===== src/rtl/float32_accumulator.sv =====
// Multi-cycle IEEE-754 single-precision accumulator (align/add/normalise FSM).
// Sums a stream of float32 products up to in_last and presents the total with valid/ready.
module float32_accumulator #(
  parameter int unsigned COUNT_W   = 16,
  parameter logic [31:0] NAN_VALUE = 32'h7FC00000
) (
  input  logic               in_clk,
  input  logic               in_rst_n,
  input  logic [31:0]        in_data,
  input  logic               in_valid,
  input  logic               in_last,
  output logic               out_ready,
  output logic [31:0]        out_result,
  output logic               out_valid,
  input  logic               in_result_ready,
  output logic [COUNT_W-1:0] out_count
);

  typedef enum logic [2:0] {IDLE, ALIGN, ADD, NORM, DONE} state_t;

  state_t              state;
  logic [31:0]         acc;
  logic [31:0]         operand;
  logic                last;
  logic [COUNT_W-1:0]  count;

  logic                special;
  logic [31:0]         special_val;
  logic                sign_big;
  logic                sign_small;
  logic [23:0]         man_big;
  logic [23:0]         man_small;
  logic [7:0]          exp_big;

  logic [24:0]         sum;
  logic                sum_sign;

  // ALIGN stage: unpack, detect specials, order by exponent, shift smaller mantissa.
  logic [7:0]  acc_exp, op_exp, exp_diff;
  logic [23:0] acc_man, op_man, small_man, aligned_man;
  logic        acc_nan, op_nan, acc_inf, op_inf, acc_is_big;
  logic        a_special;
  logic [31:0] a_special_val;

  // NOTE: every always_comb output gets a default first so no path can infer a latch.
  always_comb begin
    acc_exp     = acc[30:23];
    op_exp      = operand[30:23];
    acc_man     = (acc_exp == 8'd0) ? 24'd0 : {1'b1, acc[22:0]};
    op_man      = (op_exp == 8'd0)  ? 24'd0 : {1'b1, operand[22:0]};
    acc_nan     = (acc_exp == 8'hFF) && (acc[22:0] != 23'd0);
    op_nan      = (op_exp == 8'hFF)  && (operand[22:0] != 23'd0);
    acc_inf     = (acc_exp == 8'hFF) && (acc[22:0] == 23'd0);
    op_inf      = (op_exp == 8'hFF)  && (operand[22:0] == 23'd0);
    acc_is_big  = (acc_exp >= op_exp);
    exp_diff    = acc_is_big ? (acc_exp - op_exp) : (op_exp - acc_exp);
    small_man   = acc_is_big ? op_man : acc_man;
    aligned_man = (exp_diff >= 8'd25) ? 24'd0 : (small_man >> exp_diff);

    a_special     = 1'b0;
    a_special_val = 32'd0;
    if (acc_nan || op_nan || (acc_inf && op_inf && (acc[31] != operand[31]))) begin
      a_special     = 1'b1;
      a_special_val = NAN_VALUE;
    end else if (acc_inf) begin
      a_special     = 1'b1;
      a_special_val = acc;
    end else if (op_inf) begin
      a_special     = 1'b1;
      a_special_val = operand;
    end
  end

  // ADD stage: magnitude add or subtract; subtraction takes the sign of the larger magnitude.
  logic [24:0] add_sum;
  logic        add_sign;

  always_comb begin
    add_sum  = 25'd0;
    add_sign = sign_big;
    if (sign_big == sign_small) begin
      add_sum = {1'b0, man_big} + {1'b0, man_small};
    end else if (man_big >= man_small) begin
      add_sum = {1'b0, man_big - man_small};
    end else begin
      add_sum  = {1'b0, man_small - man_big};
      add_sign = sign_small;
    end
  end

  // NORM stage: carry or leading-one normalisation, truncating rounding, range clamps.
  logic [4:0]        lz;
  logic signed [9:0] norm_exp;
  logic [22:0]       norm_frac;
  logic [31:0]       norm_result;

  always_comb begin
    lz = 5'd0;
    for (int i = 0; i < 24; i++) begin
      if (sum[i]) lz = 5'(23 - i);
    end
    if (sum[24]) begin
      norm_frac = sum[23:1];
      norm_exp  = $signed({2'b00, exp_big}) + 10'sd1;
    end else begin
      norm_frac = sum[22:0] << lz;
      norm_exp  = $signed({2'b00, exp_big}) - $signed({5'b00000, lz});
    end

    if (special)                  norm_result = special_val;
    else if (sum == 25'd0)        norm_result = 32'd0;
    else if (norm_exp >= 10'sd255) norm_result = {sum_sign, 8'hFF, 23'd0};
    else if (norm_exp <= 10'sd0)  norm_result = 32'd0;
    else                          norm_result = {sum_sign, norm_exp[7:0], norm_frac};
  end

  // NOTE: all state uses non-blocking assignments so every register samples pre-edge values.
  always_ff @(posedge in_clk or negedge in_rst_n) begin
    if (!in_rst_n) begin
      state       <= IDLE;
      acc         <= 32'd0;
      operand     <= 32'd0;
      last        <= 1'b0;
      count       <= '0;
      special     <= 1'b0;
      special_val <= 32'd0;
      sign_big    <= 1'b0;
      sign_small  <= 1'b0;
      man_big     <= 24'd0;
      man_small   <= 24'd0;
      exp_big     <= 8'd0;
      sum         <= 25'd0;
      sum_sign    <= 1'b0;
      out_ready   <= 1'b0;
      out_valid   <= 1'b0;
      out_result  <= 32'd0;
      out_count   <= '0;
    end else begin
      case (state)
        IDLE: begin
          out_ready <= 1'b1;
          if (in_valid && out_ready) begin
            operand   <= in_data;
            last      <= in_last;
            if (count != '1) count <= count + COUNT_W'(1);
            out_ready <= 1'b0;
            state     <= ALIGN;
          end
        end
        ALIGN: begin
          special     <= a_special;
          special_val <= a_special_val;
          sign_big    <= acc_is_big ? acc[31] : operand[31];
          sign_small  <= acc_is_big ? operand[31] : acc[31];
          man_big     <= acc_is_big ? acc_man : op_man;
          man_small   <= aligned_man;
          exp_big     <= acc_is_big ? acc_exp : op_exp;
          state       <= ADD;
        end
        ADD: begin
          sum      <= add_sum;
          sum_sign <= add_sign;
          state    <= NORM;
        end
        NORM: begin
          acc <= norm_result;
          if (last) begin
            out_valid  <= 1'b1;
            out_result <= norm_result;
            out_count  <= count;
            state      <= DONE;
          end else begin
            out_ready <= 1'b1;
            state     <= IDLE;
          end
        end
        DONE: begin
          if (in_result_ready) begin
            out_valid <= 1'b0;
            acc       <= 32'd0;
            count     <= '0;
            out_ready <= 1'b1;
            state     <= IDLE;
          end
        end
        default: state <= IDLE;
      endcase
    end
  end

endmodule


===== config.mk =====
export PLATFORM = sky130hd
export DESIGN_NAME = float32_accumulator
export DESIGN_NICKNAME = d
export VERILOG_FILES = /design/src/rtl/float32_accumulator.sv
export SDC_FILE = /design/constraint.sdc
export NUM_CORES = 1
export LEC_CHECK = 0
export BUFFER_PORTS_ARGS = -buffer_cell sky130_fd_sc_hd__buf_2
export CAP_MARGIN = 20
export CORE_ASPECT_RATIO = 1.1
export CORE_MARGIN = 2
export CORE_UTILIZATION = 60
export DETAILED_ROUTE_END_ITERATION = 16
export PLACE_DENSITY = 0.77
export SLEW_MARGIN = 20
export SYNTH_ARGS = -nofsm -noshare
export SYNTH_HDL_FRONTEND = slang
export SYNTH_SLANG_ARGS = --single-unit

===== constraint.sdc =====
create_clock -name in_clk -period 5 [get_ports in_clk]
set_clock_uncertainty 0.15 [all_clocks]
set_input_delay 0.25 -clock in_clk [delete_from_list [all_inputs] [get_ports in_clk]]
set_output_delay 0.25 -clock in_clk [all_outputs]
set_load 0.01 [all_outputs]

==> results.ini <==
[run_status]
status=finished, final reports clean

[worst_hold_path]
hp-class=in2async

[sta]
slew_viol_final=0
setup_viol=0
clock.fmax_mhz=211
hold_viol_final=0
worst_pin_slew_ps=1090
rsz0062_at_grt=no
setup_tns_ps=0
slew_headroom=0.262
period_share=0.948
finalCriticalPeriod_ps=4740

[logic_synthesis]
synth_cells=2218
postSynth.asyncResetShare=1.00
synth_nets=2355
syn_area_um2=18500
synthTopCellsByArea=dfrtp_1 34%, ha_1 6.4%, mux2i_1 6.1%
synth_common_cells=263 x nand2_1, 251 x dfrtp_1, 212 x nor2_1, 170 x a21oi_1, 146 x o21ai_0
synth_top_area_frac=0.340
synth_ff_type=dfrtp_1
synth_top_area_cell=dfrtp_1
ys_types=100
yosys_warnings=0
syn_avg_cell_area_um2=8.33
synth_edf_count=0
ys_seq_area_frac=0.340
ys_ff_latch=251
synth_most_common_cell=nand2_1

[setup_path]
crit_family=compound AO/OA/AOI/OAI gates
cp_max_fo=11
crit_path_end_kind=flop
worstSetupStartpointType=flop
crit_chain=nand2b_1, a2111oi_2, or4_4, nand3_4, inv_6, ha_1, inv_1, fa_1, a211oi_1, nor3b_1, o31ai_2, nand3_1, nor3_1, a32oi_1, and3_1, buf_4, a21oi_1, nor2_1, a22o_1
path_buf_inv=3
crit_required_ps=5300
critPathKind=reg2reg
crit_start=sum[1]
crit_arrival_ps=5040
cp_slowest_stage_delay_ps=460
timing.rr.start=sum[1]
crit_path_top_delay_cell=dfrtp_1

[cells_and_area]
nNetsFinal=2406
fillers=2523
antenna_cells=0
ff_latch_area_um2=6280
multi_input_area_um2=11200
fin_area_um2=20500
syn_to_final_growth_pct=10.9
drive_gt1_frac=0.119

[clocking]
cts_root_buffer=clkbuf_16
htree_levels=1
clock_tree.buffer_depth=3
cts-buffers-inserted=26
cts_tree=done
path_clk_slew_ps=60
clk_latency_ps=570
cts_setup_buffers=0
clkSinkCount=251

[drt]
wl_per_cell_um=22.7
via_count=17664
drt.antenna.violating_nets=0
drc=0
routed_via_density=6.54
firstDrtPassIters=6
drtIter0Drc=2384
drt-total-wl_um=61500

[floorplan]
row_count=67
ios=87
die_area_um2=32200
initial_core_util=0.607
die_h_um=188
die_width_um=171
core_um2=30400

[placement]
io_buffers=86
placed_area_um2=19200
hpwl_um=45400
place_congestion=0.983

[job]
max_cap_violations=0

[grt]
grt_pass1_wl_um=95900
overflow=0
grt_pass1_vias=16710
grt_antenna_before_repair=1
track_usage=0.380
grt_max_degree=135

-- sequential cells by signal, summed over array words and instances, names as in the netlist, 3 cells and up --
name / flops
man_big: 24
out_count: 16
out_result: 32
special_val: 32
sum: 25
operand: 32
man_small: 24
exp_big: 8
count: 16
acc: 32
state: 3
-- per-stage QoR --
stage               hold slack [ps]  setup slack (ps)  std cells  utilization
floorplan                      -196               657       2218            -
global placement               27.1               423       2619        0.631
detailed placement             30.7               302       2619        0.631
CTS                            35.6               270       2702        0.673
global route                   51.8              13.1       2702        0.673
finish                         26.1               259       2702        0.673
-- per-layer routing --
metal,vias to the layer above,wire length [um],GRT usage
met5,-,0,0
met4,0,2570,0.143
met3,154,5210,0.0629
met2,896,27500,0.581
met1,8573,26100,0.544
li1,8041,-,-
-- final cells by class --
type,instances,share of cell area
flip-flops and latches,251,0.307
clock buffers,33,0.0340
repair buffers,167,0.0568
inverters,112,0.0208
clock inverters,14,0.0115
well taps,414,0.0253
multi-input cells,1711,0.545
-- worst register-to-register path, cell delays in order (launching register included) --
cell and delay, ps:
dfrtp_1 460, nand2b_1 190, a2111oi_2 410, or4_4 220, nand3_4 90, inv_6 140, ha_1 160, inv_1 50
fa_1 410, a211oi_1 350, nor3b_1 160, o31ai_2 330, nand3_1 130, nor3_1 230, a32oi_1 200, and3_1 260
buf_4 210, a21oi_1 180, nor2_1 70, a22o_1 220
-- timing repair --
action / in CTS / in global routing
gates resized for setup: 0 / 2
endpoints found under the setup margin: 0 / 7
hold buffers: 36 / 0
endpoints found under the hold margin: 105 / 0
-- path summary, 6_finish.rpt --
check / depth (start not counted) / slack (ps) / to
min in group in_clk: 4 / 300 / operand[30]
max in group asynchronous: 3 / 3380 / operand[11]
setup / recovery: 19 / 260 / out_result[18]
hold / removal: 2 / 30 / special_val[18]
hold reg to reg: 2 / 320 / out_count[6]
setup reg to reg: 19 / 260 / out_result[18]
-- kinds of logic (layout without fill, tap and decap cells) --
group	count (synthesis)	count (layout)	synth area share
AO/OA/AOI/OAI	629	629	0.224
XOR/XNOR	46	46	0.0222
adder cells (fa/ha/maj)	100	100	0.0702
buffers and inverters	256	326	0.0574
flip-flops	251	251	0.340
multiplexers	157	157	0.0886
AND/OR/NAND/NOR	779	779	0.198
-- cells in the final DEF, fill, tap and decap left out, types with 11 or more instances in the layout --
cell and instances:
nand2_1 262, dfrtp_1 249, nor2_1 212, a21oi_1 170, o21ai_0 146, mux2i_1 113
inv_1 107, ha_1 94, buf_2 85, nand3_1 52, nor3_1 46, and2_1 44
buf_4 43, mux2_2 40, a221oi_1 37, dlygate4sd3_1 36, nor4_1 30, a21o_1 27
a31oi_1 27, nand2b_1 26, a22oi_1 26, clkbuf_16 26, xnor2_1 23, nand4_1 22
xor2_1 21, o22ai_1 20, a211oi_1 19, and3_1 17, nor2b_1 17, o31ai_1 16
o21bai_1 13, o21ai_1 11
Power is not shown: default switching activity piles up to over one toggle a cycle in this logic, so the estimate is an artifact.
